==> src/rtl/uart_pkg.sv <==
// Shared state, error-code and header constants for the UART RX frame path.
package uart_pkg;

    localparam logic [2:0] IDLE    = 3'd0;
    localparam logic [2:0] LEN     = 3'd1;
    localparam logic [2:0] PAYLOAD = 3'd2;
    localparam logic [2:0] CSUM    = 3'd3;
    localparam logic [2:0] DRAIN   = 3'd4;

    localparam logic [1:0] ERR_NONE = 2'd0;
    localparam logic [1:0] ERR_LEN  = 2'd1;
    localparam logic [1:0] ERR_CSUM = 2'd2;
    localparam logic [1:0] ERR_TMO  = 2'd3;

    localparam logic [7:0] HDR_DEFAULT = 8'hAA;

endpackage

==> src/rtl/frame_buf.sv <==
// Payload register file: one synchronous write port, one asynchronous read port.
module frame_buf #(
    parameter int unsigned DEPTH = 16,
    parameter int unsigned AW    = 5
) (
    input  logic          clk_i,
    input  logic          we_i,
    input  logic [AW-1:0] waddr_i,
    input  logic [7:0]    wdata_i,
    input  logic [AW-1:0] raddr_i,
    output logic [7:0]    rdata_o
);

    logic [7:0] mem_q [DEPTH];

    always_ff @(posedge clk_i) begin
        if (we_i) begin
            mem_q[waddr_i] <= wdata_i;
        end
    end

    assign rdata_o = mem_q[raddr_i];

endmodule

==> src/rtl/uart_rx_frame_ctrl.sv <==
// UART RX frame parser: header/len/payload/checksum, buffered payload stream.
// Define RX_FRAME_STATS_EN to add the good_cnt/bad_cnt frame statistics.
module uart_rx_frame_ctrl
    import uart_pkg::*;
#(
    parameter int unsigned MAX_LEN     = 16,
    parameter logic [7:0]  HDR_BYTE    = HDR_DEFAULT,
    parameter int unsigned TIMEOUT_CYC = 500000
) (
    input  logic        sysclk,
    input  logic        rst_n,
    output logic        rx_en_sig,
    input  logic        rx_done_sig,
    input  logic [7:0]  rx_data,
    output logic [7:0]  pld_data,
    output logic        pld_valid,
    input  logic        pld_ready,
    output logic        pld_last,
    output logic        frame_err,
`ifdef RX_FRAME_STATS_EN
    output logic [15:0] good_cnt,
    output logic [15:0] bad_cnt,
`endif
    output logic [1:0]  err_code
);

    localparam int unsigned IW = $clog2(MAX_LEN + 1);
    localparam int unsigned TW = $clog2(TIMEOUT_CYC);
    localparam logic [7:0]    MAX8     = 8'(MAX_LEN);
    localparam logic [TW-1:0] TMO_LAST = TW'(TIMEOUT_CYC - 1);

    logic [2:0]    state_q, state_d;
    logic [IW-1:0] len_q, len_d;
    logic [IW-1:0] widx_q, widx_d;
    logic [IW-1:0] rd_q, rd_d;
    logic [7:0]    csum_q, csum_d;
    logic [TW-1:0] tmo_q, tmo_d;
    logic          en_q;
    logic          err_q, err_d;
    logic [1:0]    code_q, code_d;

    logic       accept;
    logic       in_frame;
    logic       last_rd;
    logic       hs;
    logic       we;
    logic [7:0] buf_rd;

    assign accept   = rx_done_sig & en_q;
    assign in_frame = (state_q == LEN) | (state_q == PAYLOAD) | (state_q == CSUM);
    assign last_rd  = (rd_q == len_q - IW'(1));
    assign hs       = pld_valid & pld_ready;
    assign we       = (state_q == PAYLOAD) & accept;

    assign rx_en_sig = en_q;
    assign pld_valid = (state_q == DRAIN);
    assign pld_last  = pld_valid & last_rd;
    assign pld_data  = pld_valid ? buf_rd : 8'h00;
    assign frame_err = err_q;
    assign err_code  = code_q;

    frame_buf #(
        .DEPTH (MAX_LEN),
        .AW    (IW)
    ) u_buf (
        .clk_i   (sysclk),
        .we_i    (we),
        .waddr_i (widx_q),
        .wdata_i (rx_data),
        .raddr_i (rd_q),
        .rdata_o (buf_rd)
    );

    always_comb begin
        state_d = state_q;
        len_d   = len_q;
        widx_d  = widx_q;
        rd_d    = rd_q;
        csum_d  = csum_q;
        tmo_d   = '0;
        err_d   = 1'b0;
        code_d  = code_q;

        if (in_frame && !accept) begin
            tmo_d = tmo_q + TW'(1);
        end

        unique case (state_q)
            IDLE: begin
                if (accept && rx_data == HDR_BYTE) begin
                    state_d = LEN;
                end
            end
            LEN: begin
                if (accept) begin
                    if (rx_data == 8'h00 || rx_data > MAX8) begin
                        err_d   = 1'b1;
                        code_d  = ERR_LEN;
                        state_d = IDLE;
                    end else begin
                        len_d   = IW'(rx_data);
                        csum_d  = rx_data;
                        widx_d  = '0;
                        state_d = PAYLOAD;
                    end
                end
            end
            PAYLOAD: begin
                if (accept) begin
                    widx_d = widx_q + IW'(1);
                    csum_d = csum_q + rx_data;
                    if (widx_q == len_q - IW'(1)) begin
                        state_d = CSUM;
                    end
                end
            end
            CSUM: begin
                if (accept) begin
                    if (rx_data == csum_q) begin
                        rd_d    = '0;
                        state_d = DRAIN;
                    end else begin
                        err_d   = 1'b1;
                        code_d  = ERR_CSUM;
                        state_d = IDLE;
                    end
                end
            end
            DRAIN: begin
                if (hs) begin
                    rd_d = rd_q + IW'(1);
                    if (last_rd) begin
                        state_d = IDLE;
                    end
                end
            end
            default: state_d = IDLE;
        endcase

        // An arriving byte beats an expiring counter.
        if (in_frame && !accept && tmo_q == TMO_LAST) begin
            err_d   = 1'b1;
            code_d  = ERR_TMO;
            tmo_d   = '0;
            state_d = IDLE;
        end
    end

    always_ff @(posedge sysclk) begin
        if (!rst_n) begin
            state_q <= IDLE;
            len_q   <= '0;
            widx_q  <= '0;
            rd_q    <= '0;
            csum_q  <= '0;
            tmo_q   <= '0;
            en_q    <= 1'b0;
            err_q   <= 1'b0;
            code_q  <= ERR_NONE;
        end else begin
            state_q <= state_d;
            len_q   <= len_d;
            widx_q  <= widx_d;
            rd_q    <= rd_d;
            csum_q  <= csum_d;
            tmo_q   <= tmo_d;
            en_q    <= (state_d != DRAIN);
            err_q   <= err_d;
            code_q  <= code_d;
        end
    end

`ifdef RX_FRAME_STATS_EN
    logic [15:0] good_q;
    logic [15:0] bad_q;

    always_ff @(posedge sysclk) begin
        if (!rst_n) begin
            good_q <= '0;
            bad_q  <= '0;
        end else begin
            if (state_d == DRAIN && state_q != DRAIN && good_q != 16'hFFFF) begin
                good_q <= good_q + 16'd1;
            end
            if (err_d && bad_q != 16'hFFFF) begin
                bad_q <= bad_q + 16'd1;
            end
        end
    end

    assign good_cnt = good_q;
    assign bad_cnt  = bad_q;
`endif

endmodule

==> config.mk <==
export PLATFORM = sky130hd
export DESIGN_NAME = uart_rx_frame_ctrl
export DESIGN_NICKNAME = d
export VERILOG_FILES = /design/src/rtl/uart_pkg.sv /design/src/rtl/frame_buf.sv /design/src/rtl/uart_rx_frame_ctrl.sv
export SDC_FILE = /design/constraint.sdc
export NUM_CORES = 1
export LEC_CHECK = 0
export ABC_AREA = 1
export CORE_MARGIN = 2
export CORE_UTILIZATION = 38
export DETAILED_ROUTE_END_ITERATION = 12
export PLACE_DENSITY = 0.64
export SLEW_MARGIN = 20
export SYNTH_ARGS = -nofsm -noshare
export SYNTH_HDL_FRONTEND = slang
export SYNTH_SLANG_ARGS = --single-unit
==> constraint.sdc <==
create_clock -name sysclk -period 3.97 [get_ports sysclk]
set_input_delay 0.9925 -clock sysclk [delete_from_list [all_inputs] [get_ports sysclk]]
set_output_delay 0.9925 -clock sysclk [all_outputs]
set_load 0.005 [all_outputs]
; After elaboration in Yosys (flattened, before gate mapping)
; Memories as Yosys holds them, arrays and structs flattened. A register that Yosys moved wholly into a read port is not among the register bits.
; Cells that the tools add are included.
[word_totals]
regBits = 49
latch_bits = 0
mem_bits_rw = 128
rom_bits = 0
input_bits = 12
output_inout_bits = 14
mem_count = 1
[mem_list]
columns = name, words, width, read_ports, rd_ports_with_merged_regs, wr, line_no
row1 = u_buf.mem_q, 16, 8, 1, 1, 1, frame_buf.sv:14  ; logic [7:0] mem_q [DEPTH];
[classes]
addsub = 5
n_mul = 0
div = 0
n_lt_le_gt_ge = 1
n_eq_ne = 20
n_shift = 0
n_mux = 40
bitwise_logic = 9
n_reduce_logical = 15
[op_table]
columns = cell, count
row1 = 8-bit 2-to-1 mux, 4
row2 = 5-bit 2-to-1 mux, 6
row3 = 3-bit 2-to-1 mux, 9
row4 = 5-bit case mux with 2 select lines, 2
row5 = "19-bit by 1-bit adder with 19-bit output, second input constant", 1
row6 = "19-bit equality test, second input constant", 1
row7 = 8-bit case mux with 2 select lines, 1
row8 = 3-bit case mux with 5 select lines, 1
row9 = 2-bit 2-to-1 mux, 6
row10 = "5-bit by 1-bit adder with 5-bit output, second input constant", 2
row11 = 5-bit equality test, 2
row12 = "3-bit by 2-bit != test with 1-bit output, second input constant", 3
row13 = 8-bit adder, 1
row14 = 8-bit equality test, 1
row15 = "8-bit equality test, second input constant", 1
row16 = "8-bit by 5-bit greater-than comparator with 1-bit output, second input constant", 1
row17 = 8-bit logical NOT, 1
row18 = 4-bit 2-to-1 mux, 2
row19 = "2-bit != test, second input constant", 4
row20 = 4-bit AND reduction, 2
row21 = 1-bit 2-to-1 mux, 7
row22 = "3-bit by 2-bit equality test with 1-bit output, second input constant", 2
row23 = 5-bit AND reduction, 1
row24 = "5-bit by 1-bit subtractor with 5-bit output, second input constant", 1
row25 = other kinds (18), 28

; Logic depth before layout (Yosys ltp)
[logic_depth]
depth_word = 7
depth_mapped = 12
mapped_depth_nobuf = 12

; By module
; From an unflattened synthesis, not the netlist that was laid out.
[hier_totals]
hier_cells = 1015
hier_area_um2 = 8702.1
[modules_own_cells]
columns = module, n_inst, cells_each, area_per_inst_um2, seq_area_each_um2
row1 = frame_buf, 1, 543, 5606.6, 3843.7
row2 = uart_rx_frame_ctrl, 1, 472, 3095.5, 980.9

; Worst setup path after synthesis
; OpenSTA, ideal clock, no wires.
[synth_path]
path_kind = register to output
startpoint = reg len_q[0]
endpoint = out pld_last
t_arrival_ps = 1309
slack_ps = 1668
stages_incl_launch_ff = 11
path_buffers = 0
path_cell_list = dfxtp_1 -> inv_1 -> ha_1 -> inv_1 -> nand2_1 -> nand2_1 -> nor2_1 -> nand2_1 -> nor2_1 -> nand3_1 -> nor2_1
[synth_between]
elab_chain_len = 3
[synth_rtl]
columns = item, line_no
row1 = start: declaration, uart_rx_frame_ctrl.sv:33  ; logic [IW-1:0] len_q, len_d;
row2 = start signal: assignment, uart_rx_frame_ctrl.sv:162  ; len_q <= len_d;
row3 = 5-bit by 1-bit subtractor with 5-bit output, uart_rx_frame_ctrl.sv:51  ; assign last_rd = (rd_q == len_q - IW'(1));
row4 = 5-bit equality test, uart_rx_frame_ctrl.sv:51
row5 = 1-bit bitwise AND, uart_rx_frame_ctrl.sv:57  ; assign pld_last = pld_valid & last_rd;
row6 = end: declaration, uart_rx_frame_ctrl.sv:18  ; output logic pld_last,
; Every way passes these cells.

==> summary.txt <==
Worst setup path
  – Critical path type: reg -> out
  – Critical path, cell by cell: inv_2 > buf_12 > buf_4 > nor2_1 > o211ai_1 > o211ai_1 > a21oi_1 > clkdlybuf4s50_1
  – Sort of element at the start of the critical path: flop
  – Top fanout value on the critical path: 41
  – Worst path max stage delay: 0.51 ns
  – Bufs and invs on worst path: 4
  – Cell mode on critical path: sky130_fd_sc_hd__o211ai_1
  – Req. time, crit path: 2.98 ns
  – Slowest cell on the critical path: sky130_fd_sc_hd__clkdlybuf4s50_1
  – Critical Path End Type: primary output
  – Data arrival time of the worst path: 2.58 ns
  – Family with the most delay on the worst path: buffers and inverters

Yosys
  – Fraction of synthesized cell area taken by the top area cell type: 46.79%
  – Post-synthesis instance total: 818
  – Post-synthesis net count: 845
  – Dominant cells by area after synthesis: sky130_fd_sc_hd__edfxtp_1, sky130_fd_sc_hd__dfxtp_1, sky130_fd_sc_hd__nor2_1
  – Synth area leader: sky130_fd_sc_hd__edfxtp_1
  – Yosys warning count: 0
  – Top FF cell, synth: sky130_fd_sc_hd__edfxtp_1
  – Flip-flop and latch count after synthesis: 181
  – Post-synthesis area per instance: 10.04 µm²
  – Number of distinct library cells after synthesis: 45
  – Number of flops mapped to enable cells by yosys: 128
  – Area of the mapped netlist: 8215 µm²
  – Fraction of synthesis flops using an asynchronous set or reset pin: 0%
  – Share of the yosys chip area belonging to registers: 59.70%

Clocking
  – Clock tree root buffer cell: sky130_fd_sc_hd__clkbuf_16
  – Clk pin slew, worst setup/hold paths: 0.07 ns
  – Total CTS buffers: 17
  – Maximum number of buffers from clock root to sink: 2
  – Clock latency on the worst-skew pair: 0.43 ns
  – CTS hold repair buffers: 0
  – CTS tree: done
  – Post-CTS Repair Setup Buffers: 0
  – H-tree depth reported by CTS: 4
  – Clock sink count: 181
  – # resized after CTS: 0

Timing
  – Slew Viols, Final: 0
  – Total setup violations reported at the end of the flow: 0
  – Post-layout min period: 3.570 ns
  – RSZ-0062 raised after global routing: false
  – Total negative slack for setup checks: 0 ns
  – Worst slew margin relative to its limit: 39.75%
  – Hold violation count in the final report: 0
  – Crit share post-route: 89.91%
  – Worst slew pin tran: 0.9004 ns
  – Worst clock skew: 0.009369 ns
  – Upper clock frequency limit: 280.1 MHz

Route
  – Vias after detailed routing: 6030
  – Starting DRT DRC Count: 463
  – Pre-antenna DRT Iters: 5
  – Final wirelength: 19100 µm
  – Routed length per placed instance: 16.65 µm
  – Remaining number of nets flagged by the antenna check after routing: 0
  – Ratio of routed vias to standard cells: 5.257
  – DRC violations left: 0

GRT
  – Overall global routing resource usage: 17.55%
  – Via count of the first global-routing pass: 5847
  – Largest net degree at the start of global routing: 42
  – Total global routing overflow: 0
  – Wire length of the first global-routing pass: 30380 µm
  – Antenna violations before repair: 0

Final layout
  – Ratio of cells with drive above 1 in the final layout: 12.16%
  – Layout net count: 886
  – Most common cell after layout, fill and taps aside: sky130_fd_sc_hd__nor2_1
  – Number of non-filler instances in the completed layout: 1147
  – Synthesis-to-finish area growth: 15.21%
  – Commonest non-fill, non-tap cells in the layout: sky130_fd_sc_hd__nor2_1, sky130_fd_sc_hd__edfxtp_1, sky130_fd_sc_hd__o21ai_0, sky130_fd_sc_hd__nand2_1, sky130_fd_sc_hd__inv_1
  – Util after Layout: 44.89%
  – Number of diodes added for antenna fixing: 0

Power
  – Switching fraction of total power: 23.28%
  – Cell leakage power: 3.286 nW
  – Part of the power in combinational logic: 2.1%
  – Power density over the cells: 398.2 nW/µm²
  – Flop pwr share: 53.5%
  – Fraction of power consumed by the clock network: 44.5%
  – Net load switching power: 0.8774 mW
  – Max VDD drop: 0.3043 mV
  – Power Internal: 2.892 mW

Flow run
  – Maximum capacitance violations: 0

Die
  – Die W: 151.0 µm
  – Chip Height: 151.0 µm
  – Number of I/O pins: 26
  – Site row count: 53
  – Die Outline Area: 22810 µm²
  – Placeable Area: 21090 µm²
  – Starting Density: 38.96%

Place
  – Number of buffer cells added on primary ports: 25
  – Post-DP HPWL: 12740 µm
  – Cells after DPL: 1115
  – RePlAce Congestion: 0.8610

Run status
  – Result of the run: finished, final reports clean

Hold path
  – Type of the tightest min-delay check: reg -> reg
-- routing by layer --
layer | vias up | track usage, % | share of wire, %
met5 | - | 0 | 0
met3 | 20 | 3.855 | 6.6
met1 | 2862 | 23.95 | 46
met2 | 197 | 28.14 | 46
li1 | 2951 | - | -
met4 | 0 | 5.280 | 1.2
-- state kept, by name, summed over array words and instances (netlist names), named ones only --
name	count
u_buf.mem_q	128
tmo_q	19
frame_err	1
rd_q	5
err_code	2
rx_en_sig	1
len_q	5
widx_q	5
state_q	3
csum_q	8
-- final cells by class --
type | count | area [µm²]
Fill cell | 1993 | 11620
Clock buffer | 17 | 425.4
Clock inverter | 15 | 165.2
Tap cell | 275 | 344.1
Multi-Input combinational cell | 542 | 2912
Sequential cell | 181 | 4906
Inverter | 64 | 240.2
Timing Repair Buffer | 53 | 473.0
-- kinds of logic after synthesis --
family,share of synthesized area (%)
buffers and inverters,4.858
adder cells (fa/ha/maj),2.376
flip-flops,59.70
AO/OA/AOI/OAI,12.38
XOR/XNOR,1.599
AND/OR/NAND/NOR,19.08
-- power by group through the flow --
stage                     logic (mW)  registers (mW)  clock network (mW)
after floorplan               0.0247            2.06                   0
after global placement        0.0774            2.06                   0
after detailed placement      0.0779            2.06                   0
after CTS                     0.0782            2.02                1.69
after global routing          0.0856            2.02                1.76
final                         0.0778            2.02                1.68
-- path summary, 6_finish.rpt --
path,start,end,slack (ns),depth (start not counted)
worst min register to register,csum_q[5],csum_q[5],0.47,2
worst min-delay path,csum_q[5],csum_q[5],0.47,2
worst max-delay path,flop,pld_data[4],0.40,8
worst max register to register,state_q[0],u_buf.mem_q[5][1],1.65,5
-- synthesized netlist by cell type (2+ instances only) --
cell and count:
sky130_fd_sc_hd__o211ai_1 22, sky130_fd_sc_hd__edfxtp_1 128, sky130_fd_sc_hd__nand2_1 91, sky130_fd_sc_hd__a21oi_2 2, sky130_fd_sc_hd__nand2_2 4, sky130_fd_sc_hd__ha_1 14, sky130_fd_sc_hd__clkbuf_2 2, sky130_fd_sc_hd__nor2_4 4
sky130_fd_sc_hd__inv_2 8, sky130_fd_sc_hd__nand3_1 35, sky130_fd_sc_hd__nor3_2 2, sky130_fd_sc_hd__nor3_1 8, sky130_fd_sc_hd__or2_2 2, sky130_fd_sc_hd__inv_1 56, sky130_fd_sc_hd__o221ai_1 10, sky130_fd_sc_hd__nand3_2 6
sky130_fd_sc_hd__xor2_1 14, sky130_fd_sc_hd__nor2_1 139, sky130_fd_sc_hd__clkbuf_1 16, sky130_fd_sc_hd__buf_2 10, sky130_fd_sc_hd__nor2_2 11, sky130_fd_sc_hd__a31oi_1 2, sky130_fd_sc_hd__nor3b_1 2, sky130_fd_sc_hd__o21ai_0 91
sky130_fd_sc_hd__nand3b_1 6, sky130_fd_sc_hd__nand4_1 15, sky130_fd_sc_hd__nor3_4 2, sky130_fd_sc_hd__dfxtp_1 53, sky130_fd_sc_hd__a21oi_1 40, sky130_fd_sc_hd__o22ai_1 8
-- stage by stage --
| stage | instance area, µm² | hold slack, ns | total power, mW | worst slack (ns) |
|---|---|---|---|---|
| after floorplan | 8215 | 0.4287 | 2.085 | 1.668 |
| after CTS | 9465 | 0.4752 | 3.789 | 0.4085 |
| final | 9465 | 0.4701 | 3.770 | 0.4004 |
| after global placement | 8875 | 0.4368 | 2.136 | 0.7713 |
| after detailed placement | 8875 | 0.4616 | 2.137 | 0.7385 |
| after global routing | 9465 | 0.4902 | 3.859 | 0.2095 |
-- worst min-delay path, cell delays in order (launching register included) --
cell and delay [ns]:
sky130_fd_sc_hd__dfxtp_1 0.31, sky130_fd_sc_hd__nand2_1 0.06, sky130_fd_sc_hd__a21oi_1 0.05
Note: power is estimated with default switching activity, not from simulation.
